[src/rtl/instruction_fetch_pkg.sv]
// Shared widths, assembly-FSM encoding and instruction-length decode for the
// instruction fetch unit.
package instruction_fetch_pkg;

  localparam int PC_W       = 24;
  localparam int WORD_W     = 16;
  localparam int INSTR_W    = 2 * WORD_W;
  localparam int IS32_BIT   = 15;
  localparam int SKID_DEPTH = 2;

  typedef enum logic {
    ST_LOW  = 1'b0,
    ST_HIGH = 1'b1
  } asm_state_e;

  function automatic logic is_32bit(input logic [WORD_W-1:0] word);
    return word[IS32_BIT];
  endfunction

endpackage

[src/rtl/fetch_skid_buffer.sv]
// Two-entry in-order FIFO that catches memory responses while the decoder
// holds the output; flush empties it in one cycle.
module fetch_skid_buffer
  import instruction_fetch_pkg::*;
#(
  parameter int WIDTH = 16
) (
  input  logic             clock,
  input  logic             reset,
  input  logic             flush,
  input  logic             push,
  input  logic [WIDTH-1:0] push_data,
  input  logic             pop,
  output logic [WIDTH-1:0] head_data,
  output logic             full,
  output logic             empty
);

  logic [WIDTH-1:0] mem_r [SKID_DEPTH];
  logic             wr_ptr_r;
  logic             rd_ptr_r;
  logic [1:0]       count_r;
  logic             push_ok_s;
  logic             pop_ok_s;

  assign full      = (count_r == 2'(SKID_DEPTH));
  assign empty     = (count_r == 2'd0);
  assign head_data = mem_r[rd_ptr_r];
  assign push_ok_s = push && !full;
  assign pop_ok_s  = pop && !empty;

  // Pointer and occupancy tracking
  always_ff @(posedge clock) begin
    if (reset || flush) begin
      wr_ptr_r <= 1'b0;
      rd_ptr_r <= 1'b0;
      count_r  <= 2'd0;
    end else begin
      if (push_ok_s) wr_ptr_r <= ~wr_ptr_r;
      if (pop_ok_s)  rd_ptr_r <= ~rd_ptr_r;
      case ({push_ok_s, pop_ok_s})
        2'b10:   count_r <= count_r + 2'd1;
        2'b01:   count_r <= count_r - 2'd1;
        default: count_r <= count_r;
      endcase
    end
  end

  // Storage array, data only
  always_ff @(posedge clock) begin
    if (push_ok_s) mem_r[wr_ptr_r] <= push_data;
  end

endmodule

[src/rtl/instruction_fetch.sv]
// Instruction fetch: streams 16-bit words, assembles 16/32-bit instructions,
// skid-buffers behind decoder stalls, handles branch redirects.
// Optional FETCH_STATS_EN adds the instr_count accepted-instruction counter.
module instruction_fetch
  import instruction_fetch_pkg::*;
#(
  parameter logic [PC_W-1:0] RESET_PC = 24'h000000
) (
  input  logic               clock,
  input  logic               reset,
  output logic               imem_req,
  output logic [PC_W-1:0]    imem_addr,
  input  logic [WORD_W-1:0]  imem_data,
  input  logic               imem_valid,
  input  logic               stall,
  input  logic               branch_valid,
  input  logic [PC_W-1:0]    branch_target,
  output logic [INSTR_W-1:0] instr_out,
  output logic               instr_is32,
  output logic               instr_valid,
  output logic [PC_W-1:0]    instr_pc
`ifdef FETCH_STATS_EN
  ,
  output logic [31:0]        instr_count
`endif
);

  logic [PC_W-1:0]    fetch_pc_r;
  logic [PC_W-1:0]    cons_pc_r;
  logic               inflight_r;
  logic               discard_r;
  logic [WORD_W-1:0]  lo_word_r;
  asm_state_e         state_r;
  asm_state_e         state_nxt_s;
  logic               fifo_full_s;
  logic               fifo_empty_s;
  logic [WORD_W-1:0]  fifo_head_s;
  logic               rsp_valid_s;
  logic               src_valid_s;
  logic [WORD_W-1:0]  src_word_s;
  logic               out_free_s;
  logic               emit_s;
  logic               latch_s;
  logic               consume_s;
  logic               push_s;
  logic               pop_s;
  logic [INSTR_W-1:0] emit_data_s;
  logic               emit_is32_s;
  logic [PC_W-1:0]    emit_pc_s;

  // Request whenever a buffer slot would remain for the response in flight.
  assign imem_req    = !reset && (fifo_empty_s || (!fifo_full_s && !inflight_r));
  assign imem_addr   = fetch_pc_r;
  assign rsp_valid_s = imem_valid && !discard_r;
  assign out_free_s  = !instr_valid || !stall;
  assign push_s      = rsp_valid_s && !(fifo_empty_s && consume_s);
  assign pop_s       = !fifo_empty_s && consume_s;

  fetch_skid_buffer #(.WIDTH(WORD_W)) u_skid (
    .clock     (clock),
    .reset     (reset),
    .flush     (branch_valid),
    .push      (push_s),
    .push_data (imem_data),
    .pop       (pop_s),
    .head_data (fifo_head_s),
    .full      (fifo_full_s),
    .empty     (fifo_empty_s)
  );

  // Word source: buffered words drain ahead of a fresh response
  always_comb begin
    src_valid_s = 1'b0;
    src_word_s  = {WORD_W{1'b0}};
    if (!fifo_empty_s) begin
      src_valid_s = 1'b1;
      src_word_s  = fifo_head_s;
    end else if (rsp_valid_s) begin
      src_valid_s = 1'b1;
      src_word_s  = imem_data;
    end else begin
      src_valid_s = 1'b0;
    end
  end

  // Assembly FSM next state and emit decode
  always_comb begin
    state_nxt_s = state_r;
    emit_s      = 1'b0;
    latch_s     = 1'b0;
    emit_data_s = {INSTR_W{1'b0}};
    emit_is32_s = 1'b0;
    emit_pc_s   = cons_pc_r;
    case (state_r)
      ST_LOW: begin
        if (src_valid_s && is_32bit(src_word_s)) begin
          latch_s     = 1'b1;
          state_nxt_s = ST_HIGH;
        end else if (src_valid_s && out_free_s) begin
          emit_s      = 1'b1;
          emit_data_s = {{WORD_W{1'b0}}, src_word_s};
        end else begin
          state_nxt_s = ST_LOW;
        end
      end
      ST_HIGH: begin
        if (src_valid_s && out_free_s) begin
          emit_s      = 1'b1;
          emit_data_s = {src_word_s, lo_word_r};
          emit_is32_s = 1'b1;
          emit_pc_s   = cons_pc_r - PC_W'(1);
          state_nxt_s = ST_LOW;
        end else begin
          state_nxt_s = ST_HIGH;
        end
      end
      default: state_nxt_s = ST_LOW;
    endcase
    consume_s = emit_s || latch_s;
  end

  // FSM state register
  always_ff @(posedge clock) begin
    if (reset || branch_valid) state_r <= ST_LOW;
    else                       state_r <= state_nxt_s;
  end

  // PCs, response tracking and the registered decoder outputs
  always_ff @(posedge clock) begin
    if (reset) begin
      fetch_pc_r  <= RESET_PC;
      cons_pc_r   <= RESET_PC;
      inflight_r  <= 1'b0;
      discard_r   <= 1'b0;
      lo_word_r   <= {WORD_W{1'b0}};
      instr_valid <= 1'b0;
      instr_is32  <= 1'b0;
      instr_out   <= {INSTR_W{1'b0}};
      instr_pc    <= {PC_W{1'b0}};
    end else if (branch_valid) begin
      // The response to this cycle's old-path request arrives next cycle.
      fetch_pc_r  <= branch_target;
      cons_pc_r   <= branch_target;
      inflight_r  <= 1'b0;
      discard_r   <= imem_req;
      instr_valid <= 1'b0;
    end else begin
      if (imem_req)  fetch_pc_r <= fetch_pc_r + PC_W'(1);
      if (consume_s) cons_pc_r  <= cons_pc_r + PC_W'(1);
      if (latch_s)   lo_word_r  <= src_word_s;
      inflight_r <= imem_req;
      discard_r  <= 1'b0;
      if (out_free_s) begin
        instr_valid <= emit_s;
        if (emit_s) begin
          instr_out  <= emit_data_s;
          instr_is32 <= emit_is32_s;
          instr_pc   <= emit_pc_s;
        end
      end
    end
  end

`ifdef FETCH_STATS_EN
  // Accepted-instruction counter, wraps naturally
  always_ff @(posedge clock) begin
    if (reset)                      instr_count <= 32'h0000_0000;
    else if (instr_valid && !stall) instr_count <= instr_count + 32'd1;
    else                            instr_count <= instr_count;
  end
`endif

endmodule

[config.mk]
export PLATFORM = sky130hd
export DESIGN_NAME = instruction_fetch
export DESIGN_NICKNAME = d
export VERILOG_FILES = /design/src/rtl/instruction_fetch_pkg.sv /design/src/rtl/fetch_skid_buffer.sv /design/src/rtl/instruction_fetch.sv
export SDC_FILE = /design/constraint.sdc
export NUM_CORES = 1
export LEC_CHECK = 0
export CAP_MARGIN = 30
export CORE_ASPECT_RATIO = 1.25
export CORE_MARGIN = 2
export CORE_UTILIZATION = 25
export CTS_BUF_LIST = sky130_fd_sc_hd__clkbuf_8
export DETAILED_ROUTE_END_ITERATION = 10
export HOLD_SLACK_MARGIN = 0.03
export SLEW_MARGIN = 40
export SYNTH_ARGS = -nofsm -noshare
export SYNTH_HDL_FRONTEND = slang
export SYNTH_HIERARCHICAL = 1
export SYNTH_SLANG_ARGS = --single-unit
[constraint.sdc]
create_clock -name clock -period 2.9 [get_ports clock]
set_input_delay 0.435 -clock clock [delete_from_list [all_inputs] [get_ports clock]]
set_output_delay 0.435 -clock clock [all_outputs]
set_load 0.02 [all_outputs]
**After elaboration in Yosys (flattened, before gate mapping)**

Memories as Yosys holds them, arrays and structs flattened. A register that Yosys moved wholly into a read port is not among the register bits.
Cells that the tools add are included.

- Add/subtract/negate cells: 5
- Equality and inequality tests: 3
- Multiplexer cells: 27
- Bitwise logic cells: 4
- Reduce and logical (&&, ||, !) cells: 30

Operators by type and width:

| kind | count |
|---|---|
| 24-bit two-way mux | 6 |
| 16-bit two-way mux | 4 |
| 32-bit case mux with 2 select lines | 1 |
| 24-bit by 1-bit adder with 24-bit output (second input constant) | 2 |
| 32-bit two-way mux | 1 |
| 24-bit by 1-bit subtractor with 24-bit output (second input constant) | 1 |
| 1-bit two-way mux | 12 |
| 1-bit logical AND | 10 |
| 1-bit zero test | 8 |
| 2-bit nonzero test | 3 |
| 2-bit == test (second input constant) | 2 |
| 1-bit logical OR | 4 |
| 1-bit NOT | 4 |
| 1-bit case mux with 2 select lines | 2 |
| 2-bit case mux with 2 select lines | 1 |
| 2-bit OR reduction | 2 |
| 3-bit AND reduction | 1 |
| 2-bit by 1-bit adder with 2-bit output (second input constant) | 1 |
| 2-bit by 1-bit == test with 1-bit output (second input constant) | 1 |
| 2-bit zero test | 1 |
| 2-bit AND reduction | 1 |
| 2-bit by 1-bit subtractor with 2-bit output (second input constant) | 1 |

- Flip-flop bits (word level): 129
- Bits in writable memories: 32
- Output and inout port bits: 83
- Word-level logic and storage cells: 83
- Memories kept: 1

Memory list:

| memory | words | width | rd ports | clocked after memory_dff | write ports | RTL line | text |
|---|---|---|---|---|---|---|---|
| u_skid.mem_r | 2 | 16 | 1 | 1 | 1 | fetch_skid_buffer.sv:19 | `logic [WIDTH-1:0] mem_r [SKID_DEPTH];` |

**Logic depth before layout (Yosys ltp)**

Gate-level depths: netlist (run 1).

- Word-level depth: 15
- Depth in mapped cells: 12
- Depth with buffers taken out: 10

**Hierarchy**

Netlist (run 1), hierarchy kept.

Modules (own cells, without submodules):

| module | instances | cells an instance | area each (µm²) |
|---|---|---|---|
| instruction_fetch | 1 | 725 | 6,202.2 |
| fetch_skid_buffer | 1 | 77 | 1,381.3 |

**Least setup slack after synthesis (run 1)**

No wires, ideal clock.

- Kind: register to register
- From: reg (tool-made name)
- To: mem u_skid.mem_r[0][0] (enable)
- Setup time: 0.364 ns
- Data arrival time: 2.299 ns
- Setup slack: 0.237 ns
- Cell stages (with the launch flop): 11
- Buffers on the path: 2
- Period minus slack after synthesis: 2.663 ns
- Path through: dfxtp_1 buf_2 mux2_2 nand2b_1 and3_1 clkbuf_1 nor2_1 a21oi_1 inv_1 or3_1 inv_1

RTL lines:

| what | RTL line |
|---|---|
| end: declaration | fetch_skid_buffer.sv:19 |

**Final worst setup path (run 1)**

- From: reg u_skid.count_r[1]
- To: mem u_skid.mem_r[0][2] (enable)

- Cells in the longest elaborated chain, start to end: 13
- Elaborated cells on any way between the ends: 19
- Those cells by class: 1 x eq/ne; 9 x mux; 9 x reduce/logical

Ends and longest elaborated chain:

| what | RTL line | text |
|---|---|---|
| start: declaration | fetch_skid_buffer.sv:22 | `logic [1:0] count_r;` |
| start signal: assignment | fetch_skid_buffer.sv:42 | `2'b10: count_r <= count_r + 2'd1;` |
| start signal: assignment | fetch_skid_buffer.sv:43 | `2'b01: count_r <= count_r - 2'd1;` |
| start signal: assignment | fetch_skid_buffer.sv:44 | `default: count_r <= count_r;` |
| 2-bit zero test * | fetch_skid_buffer.sv:27 | `assign empty = (count_r == 2'd0);` |
| named net fifo_empty_s | instruction_fetch.sv:36 | `logic fifo_empty_s;` |
| 1-bit two-way mux | instruction_fetch.sv:75 | `if (!fifo_empty_s) begin` |
| 1-bit logical AND | instruction_fetch.sv:99, instruction_fetch.sv:107 |  |
| 1-bit two-way mux | instruction_fetch.sv:99, instruction_fetch.sv:107 |  |
| 1-bit two-way mux | instruction_fetch.sv:96 | `if (src_valid_s && is_32bit(src_word_s)) begin` |
| 1-bit case mux with 2 select lines | instruction_fetch.sv:94 | `case (state_r)` |
| 1-bit logical OR | instruction_fetch.sv:119 | `consume_s = emit_s \|\| latch_s;` |
| 1-bit logical AND * | instruction_fetch.sv:56 | `assign push_s = rsp_valid_s && !(fifo_empty_s && consume_s);` |
| 1-bit zero test * | instruction_fetch.sv:56 |  |
| 1-bit logical AND * | instruction_fetch.sv:56 |  |
| named net push_s | instruction_fetch.sv:45 | `logic push_s;` |
| 1-bit logical AND * | fetch_skid_buffer.sv:29 | `assign push_ok_s = push && !full;` |
| 1-bit two-way mux * | fetch_skid_buffer.sv:51 | `if (push_ok_s) mem_r[wr_ptr_r] <= push_data;` |
| 1-bit two-way mux (not written as such) * | fetch_skid_buffer.sv:51 |  |

Mark *: on every way through the listed nets, which the timed path passes. The rest lies on a longest branch.

==> implementation parameters, run 1 <==
Parameter                              Value

Min path
  Hold Path Origin ... instr_pc[1]
  Endpoint with the worst hold slack ... instr_pc[1]
  Hold crit path type ... reg -> reg
  Min-Delay Path Depth ... 2

Floorplan
  Overall die height ... ~200 um
  Core area ... 30000 um^2
  Row Count ... 71
  Initial core utilization ... 0.253
  Number of ports placed on the die boundary ... 128
  Die outline area ... 31800 um^2
  Horizontal die dimension ... 160 um

Worst setup path
  Kind of launch point of the worst setup path ... register
  Cell count of the worst reg-to-reg path ... 9
  CP Capture Type ... register
  Worst path required time ... 3.09 ns
  Reg-to-Reg End ... u_skid/mem_r[0][2]
  Crit-path max FO ... 16
  Worst R2R Setup Slack ... 0.46 ns
  Reg-to-reg critical path startpoint ... u_skid/count_r[1]
  Type of the setup path with the least slack ... reg -> reg
  CP arrival ... 2.63 ns

Clocking
  Buffers inserted by post-CTS timing repair ... 0
  H-tree level count ... 4
  Clk root buf ... clkbuf_8
  Clock transition time at the flip-flop clock pins of the worst setup and hold paths ... 0.09 ns
  Clock sink count ... 162
  Worst-skew pair later-pin latency ... approximately 0.48 ns
  TritonCTS clock tree ... yes
  TritonCTS Buffers ... 17
  Number of buffers inserted by hold repair at cts ... 0
  Maximum root-to-sink buffer count ... 2

Drt
  Initial drt markers ... around 360
  Number of search-and-repair iterations in the first detailed-routing pass ... 5
  Per-cell routed wire length ... 16.0 um
  Post-DR vias/cell ... 4.67
  Overall via count from detail_route ... just over 6000
  Number of DRC violations after detailed routing ... 0
  Remaining antenna violation count after routing ... 0
  Total routed wirelength ... between 20 and 25 mm

STA
  Part of the cycle the worst path needs ... 0.840
  Minimum clock period after layout ... ~2.4 ns
  Setup repair after global routing missed its margin ... false
  Final hold violation count ... 0
  Number of max-slew violations in the final report ... 0
  Setup tns final ... 0 ns
  Slew Limit Headroom ... 0.520
  Setup Viol. Count Final ... 0
  Transition time at the pin with the least slew margin ... 0.720 ns
  Maximum clock frequency ... 410 MHz
  Largest clock skew in the final design ... 0.0219 ns

Placed design
  Detailed Place HPWL ... 15.1 mm
  Number of buffers added on ports ... roughly 130
  Global placement routability congestion ... ~0.8

Logic synthesis
  Post-synth design cell area ... 7580 um^2
  Most used flip-flop cell after synthesis ... dfxtp_1
  Post-synthesis sequential area ratio ... 0.470
  Synthesis warning total ... 6
  Nets in the synthesized netlist ... 851
  Number of enable-type register cells in the synthesized netlist ... 32
  Synthesis-stage register bit count ... around 160
  Synthesized netlist cell count ... 802
  Synthesized area divided by synthesized cell count ... 9.46 um^2
  Number of distinct standard cells referenced by the synthesized netlist ... 65
  Asr flop ratio synth ... 0

Final layout
  Share of layout cells above drive strength 1 ... 0.103
  Antenna fix cells ... 0
  Number of fill cells in the layout ... 3219
  Final core utilization ... 0.323
  Final net count ... 960
  Area overhead of the layout relative to synthesis ... 28.1%

Power
  Power density normalized to cell area ... 530 nW/um^2
  Peak supply drop ... roughly 0.00027 V
  Static leakage ... 3.40 nW

Flow run
  MaxCap Viol Count ... 0

Global route
  Initial antenna violation count ... 0
  Number of global-route vias before repair ... just over 6000
  Total Routing Usage GR ... 0.135
  Global-route wire length before repair ... roughly 33 mm
  Pin count of the biggest net entering global routing ... 60
  Overflow left after global routing ... 0

Outcome
  Outcome ... complete, no violations
[cell usage after synthesis, drive strengths merged (3+ instances only)]
library cell | number | area share
dfxtp | 130 | 0.34
xnor2 | 35 | 0.040
inv | 47 | 0.023
o31a | 13 | 0.015
a21boi | 30 | 0.030
clkbuf | 50 | 0.025
xor2 | 26 | 0.030
nand3 | 20 | 0.013
nand2 | 30 | 0.015
or2 | 3 | 0.0025
ha | 4 | 0.0066
a22oi | 17 | 0.017
edfxtp | 32 | 0.13
a211oi | 26 | 0.028
a221oi | 15 | 0.017
or4 | 5 | 0.0056
and2 | 6 | 0.0051
o21a | 9 | 0.0089
mux2 | 16 | 0.024
nor3 | 38 | 0.028
buf | 13 | 0.013
o22ai | 15 | 0.012
nand4 | 19 | 0.016
nor4 | 14 | 0.016
a21oi | 34 | 0.022
or3 | 9 | 0.0074
nor2 | 89 | 0.044
mux2i | 16 | 0.021
and4 | 4 | 0.0046
and3 | 11 | 0.0092
nand2b | 4 | 0.0036
[flip-flops by register name, indices dropped and copies added, names as in the netlist, 2 cells and up, named ones only]
signal	cells
imem_addr	24
cons_pc_r	24
instr_pc	24
u_skid/count_r	2
u_skid/mem_r	32
lo_word_r	16
instr_out	32
[area by class of cell]
| type | count | area [um^2] | share of cell area |
|---|---|---|---|
| sequential | 162 | 3560 | 0.367 |
| multi-input combinational | 527 | 3530 | 0.363 |
| timing repair buffer | 156 | 1510 | 0.156 |
| tap | 401 | 502 | 0.0517 |
| clock buffer | 17 | 234 | 0.0241 |
| clock inverter | 15 | 194 | 0.0200 |
| inverter | 47 | 176 | 0.0182 |
[stage by stage]
| step | power, mW | cell area [um^2] | std cells | hold WS (ns) | setup slack (ns) |
|---|---|---|---|---|---|
| after CTS | 5.22 | 9710 | 1325 | 0.464 | 0.0366 |
| after floorplan | 3.04 | 7580 | 802 | 0.441 | 0.237 |
| after global routing | 5.40 | 9710 | 1325 | 0.475 | 0.253 |
| after detailed placement | 3.40 | 9280 | 1293 | 0.453 | 0.178 |
| final | 5.15 | 9710 | 1325 | 0.465 | 0.464 |
| after global placement | 3.39 | 9280 | 1293 | 0.441 | 0.237 |
[cells by family (layout without fill, tap and decap cells)]
group	Yosys count	count (layout)	share of synthesized area
simple gates	257	257	0.177
compound gates	173	173	0.165
flops	162	162	0.470
buf+inv	113	235	0.0663
xor+xnor	61	61	0.0705
mux	32	32	0.0449
fa+ha+maj	4	4	0.00660
[what timing repair did]
action / 4_1_cts / 5_1_grt
pin swaps: 0 / 0
endpoints found under the setup margin: 1 / 1
resized for setup: 1 / 1
[placed cells by master (no fill, tap or decap), types with 20 or more instances in the layout]
master / n
clkdlybuf4s50_1: 125
nand3_1: 20
buf_4: 28
xor2_1: 26
nand2_1: 30
a21boi_0: 30
a21oi_1: 34
a211oi_1: 23
nor2_1: 88
edfxtp_1: 32
xnor2_1: 35
inv_1: 47
nor3_1: 32
dfxtp_1: 130
[worst max-delay path, stage by stage, from the launching register on]
cell and delay (ns):
dfxtp_1 0.38, nor2_4 0.29, nand2b_1 0.24, and3_1 0.21, nor2_1 0.06, a21oi_1 0.25
inv_1 0.08, or3_1 0.37, inv_1 0.11, buf_12 0.16
[where the power goes]
group          switching (mW)  total, mW  internal [mW]
combinational           0.447      0.815          0.368
sequential              0.107       2.52           2.42
clock                   0.933       1.81          0.880
[layer usage]
| layer | vias to the layer above | GRT usage | share of wire |
|---|---|---|---|
| met5 | - | 0 | 0 |
| met4 | 0 | 0.0380 | 0.014 |
| met3 | 19 | 0.0338 | 0.050 |
| met2 | 149 | 0.245 | 0.51 |
| met1 | 2945 | 0.157 | 0.43 |
| li1 | 3081 | - | - |
[worst max path at each step]
stage,from,to,slack [ns],cells after the start
finish,u_skid/count_r[1],u_skid/mem_r[0][2],0.46,9
global route,u_skid/count_r[1],u_skid/count_r[1],0.25,9
CTS,u_skid/count_r[0],imem_req,0.04,5
detailed placement,imem_valid,u_skid/mem_r[0][14],0.18,9
global placement,stall,u_skid/mem_r[0][14],0.24,9
floorplan,register,u_skid/mem_r[0][0],0.24,10
Power figures use the tool's default switching activity.
==> run 2, diff against run 1 <==
clock period = 2.2 ns   (was 2.9 ns; I/O delays follow)
==> run 2 against run 1 <==
Final area rose by 5.9%. Via count up 3.1%. Global-route usage grew 0.20 points. Critical path depth shrank 4. Setup slack got worse by 0.43 ns. Critical endpoint is now instr_pc[21]. Die area stayed put. Power increased by 34%. Clock-buffer cell count did not move. Combinational power up 50%. Sequential share of layout area shrank 2.0 points. Core utilization up 1.9 points. Wire length grew 2.7%.
==> implementation parameters, run 2 (synthesis gave the netlist of run 1 again) <==
Parameter                              Value

Worst setup path
  Reg-to-reg critical path startpoint ... cons_pc_r[3] (was u_skid/count_r[1])
  Total buffers and inverters traversed by the critical path ... 0 (was 3)
  CP arrival ... 2.55 ns (was 2.63 ns)
  Total number of cells along the worst setup path ... 5 (was 9)
  Cell count of the worst reg-to-reg path ... 5 (was 9)
  CP Cell Sequence ... or4_4 > or4b_4 > nor3_2 > xnor2_1 > a211oi_1 (was nor2_4 > nand2b_1 > and3_1 > nor2_1 > a21oi_1 > inv_1 > or3_1 > inv_1 > buf_12)
  Kind of cell adding the most delay to the critical path ... simple AND/OR/NAND/NOR gates (unchanged)
  Launch point of the worst path ... cons_pc_r[3] (was u_skid/count_r[1])
  Reg-to-Reg End ... instr_pc[21] (was u_skid/mem_r[0][2])
  Capturing instance or port of the critical path ... instr_pc[21] (was u_skid/mem_r[0][2])
  Type of the setup path with the least slack ... reg -> reg (unchanged)
  Slowest cell delay on critical path ... 0.63 ns (was 0.38 ns)
  Cell at the slowest stage of the critical path ... or4b_4 (was dfxtp_1)
  CP Capture Type ... register (unchanged)
  Crit-path max FO ... 5 (was 16)
  Worst path required time ... 2.58 ns (was 3.09 ns)
  Kind of launch point of the worst setup path ... register (unchanged)
  Worst R2R Setup Slack ... 0.03 ns (was 0.46 ns)

Final layout
  Number of fill cells in the layout ... 3112 (was 3219)
  Total area of multi-input combinational cells ... 3630 um^2 (was 3530 um^2)
  Final net count ... 1013 (was 960)
  Largest regs ... instr_out (32), u_skid/mem_r (32) (unchanged)
  Commonest cells after routing, fill and taps aside ... dfxtp_1 (127), clkdlybuf4s50_1 (125), nor2_1 (87), buf_4 (74), inv_1 (45) (was dfxtp_1 (130), clkdlybuf4s50_1 (125), nor2_1 (88), inv_1 (47), xnor2_1 (35))
  Share of layout cells above drive strength 1 ... 0.169 (was 0.103)
  Area overhead of the layout relative to synthesis ... 35.7% (was 28.1%)
  Sequential standard cell area ... 3570 um^2 (was 3560 um^2)
  Final core utilization ... 0.343 (was 0.323)
  Most frequent standard cell in the layout excluding fill and tap cells ... dfxtp_1 (unchanged)

Floorplan
  Number of ports placed on the die boundary ... 128 (unchanged)
  Overall die height ... 199 um (unchanged)
  Die outline area ... 31800 um^2 (unchanged)
  Core area ... 30000 um^2 (unchanged)
  Initial core utilization ... 0.253 (unchanged)
  Row Count ... 71 (unchanged)
  Horizontal die dimension ... 160 um (unchanged)

STA
  Transition time at the pin with the least slew margin ... 0.552 ns (was 0.720 ns)
  Setup repair after global routing missed its margin ... true (was false)
  Part of the cycle the worst path needs ... 0.986 (was 0.840)
  Largest clock skew in the final design ... 0.0134 ns (was 0.0219 ns)
  Minimum clock period after layout ... 2.17 ns (was 2.44 ns)
  Setup Viol. Count Final ... 0 (unchanged)
  Slew Limit Headroom ... 0.632 (was 0.520)
  Number of max-slew violations in the final report ... 0 (unchanged)
  Final hold violation count ... 0 (unchanged)
  Maximum clock frequency ... 461 MHz (was 410 MHz)

Drt
  Total routed wirelength ... 21.7 mm (was 21.2 mm)
  Per-cell routed wire length ... 15.8 um (was 16.0 um)
  Number of search-and-repair iterations in the first detailed-routing pass ... 5 (unchanged)
  Number of DRC violations after detailed routing ... 0 (unchanged)
  Remaining antenna violation count after routing ... 0 (unchanged)
  Initial drt markers ... 364 (was 355)
  Overall via count from detail_route ... 6383 (was 6194)
  Post-DR vias/cell ... 4.63 (was 4.67)

Power
  Post-layout total power ... 6.88 mW (was 5.15 mW)
  Switching power total ... 2.05 mW (was 1.49 mW)
  Peak supply drop ... 0.000371 V (was 0.000265 V)
  Combinational Power Share ... 0.177 (was 0.158)
  Internal power contribution ... 4.83 mW (was 3.66 mW)
  Power density normalized to cell area ... 669 nW/um^2 (was 530 nW/um^2)
  Sequential cell fraction of total power ... 0.480 (was 0.490)
  Fraction of power spent switching nets ... 0.298 (was 0.289)
  Static leakage ... 3.69 nW (was 3.40 nW)
  Power share of the clock group ... 0.343 (was 0.352)

Clocking
  Buffers inserted by post-CTS timing repair ... 0 (unchanged)
  Maximum root-to-sink buffer count ... 2 (unchanged)
  H-tree level count ... 4 (unchanged)
  Clock sink count ... 162 (unchanged)
  TritonCTS clock tree ... yes (unchanged)
  Clk root buf ... clkbuf_8 (unchanged)
  Clock transition time at the flip-flop clock pins of the worst setup and hold paths ... 0.10 ns (was 0.09 ns)
  Worst-skew pair later-pin latency ... 0.47 ns (was 0.48 ns)
  TritonCTS Buffers ... 17 (unchanged)
  Number of buffers inserted by hold repair at cts ... 0 (unchanged)

Flow run
  MaxCap Viol Count ... 0 (unchanged)

Outcome
  Outcome ... complete, no violations (unchanged)

Global route
  Global-route wire length before repair ... 34.1 mm (was 33.4 mm)
  Initial antenna violation count ... 0 (unchanged)
  Pin count of the biggest net entering global routing ... 102 (was 60)
  Number of global-route vias before repair ... 6277 (was 6183)
  Total Routing Usage GR ... 0.137 (was 0.135)
  Overflow left after global routing ... 0 (unchanged)

Placed design
  Number of buffers added on ports ... 127 (unchanged)
  Detailed Place HPWL ... 15.6 mm (was 15.1 mm)
  Global placement routability congestion ... 0.853 (was 0.799)

Min path
  Hold crit path type ... in -> reg (was reg -> reg)
[run 2: cell count changes in the layout (fill, tap and decap cells not counted), moves of 3 or more]
cell / previous run / this run
buf_4: 28 / 74
buf_12: 2 / 9
inv_8: 2 / 6
inv_6: 7 / 4
dfxtp_1: 130 / 127
dfxtp_2: 0 / 3
[run 2: area by class of cell]
| class | count | share of cell area |
|---|---|---|
| Antenna cell | 1 | 0.000243 |
| Clock buffer | 17 | 0.0227 |
| Clock inverter | 15 | 0.0180 |
| Inverter | 47 | 0.0175 |
| Multi-Input combinational cell | 528 | 0.353 |
| Sequential cell | 162 | 0.347 |
| Tap cell | 401 | 0.0488 |
| Timing Repair Buffer | 208 | 0.193 |
[run 2: timing repair]
action / in CTS / in global routing
hold endpoints to repair: 0 / 0
gates cloned: 0 / 1
endpoints found under the setup margin: 7 / 31
resized for setup: 6 / 13
pin swaps: 1 / 5
[run 2: worst min path at each step]
stage	cells after the start	startpoint	to
5_1_grt	2	reset	imem_addr[2]
2_1_floorplan	0	imem_data[0]	u_skid/mem_r[0][0]
6_report	2	reset	imem_addr[2]
4_1_cts	2	reset	imem_addr[2]
3_3_place_gp	2	instr_pc[1]	instr_pc[1]
3_5_place_dp	2	instr_pc[1]	instr_pc[1]
[run 2: power groups by stage]
stage	logic, mW	registers (mW)	clock network, mW
6_report	1.22	3.31	2.36
5_1_grt	1.33	3.33	2.54
4_1_cts	1.23	3.31	2.43
3_5_place_dp	1.22	3.37	0
3_3_place_gp	1.21	3.37	0
2_1_floorplan	0.563	3.45	0
[run 2: layer usage]
| layer | global-route usage | up-vias | routed length, um |
|---|---|---|---|
| met2 | 0.249 | 158 | 11200 |
| li1 | - | 3196 | - |
| met5 | 0 | - | 0 |
| met4 | 0.0390 | 0 | 287 |
| met3 | 0.0300 | 18 | 1090 |
| met1 | 0.161 | 3011 | 9210 |
[run 2: per-stage QoR]
step           hold WS, ns  TNS, ns  cells  cell area (um^2)  setup WS (ns)
3_5_place_dp         0.454    -8.01   1345              9800         -0.241
3_3_place_gp         0.442    -6.39   1345              9800         -0.206
2_1_floorplan        0.429   -0.366    802              7650        -0.0220
4_1_cts             0.0878  -0.0283   1377             10200        -0.0279
5_1_grt             0.0920   -0.187   1378             10300        -0.0747
6_report             0.112        0   1379             10300         0.0313
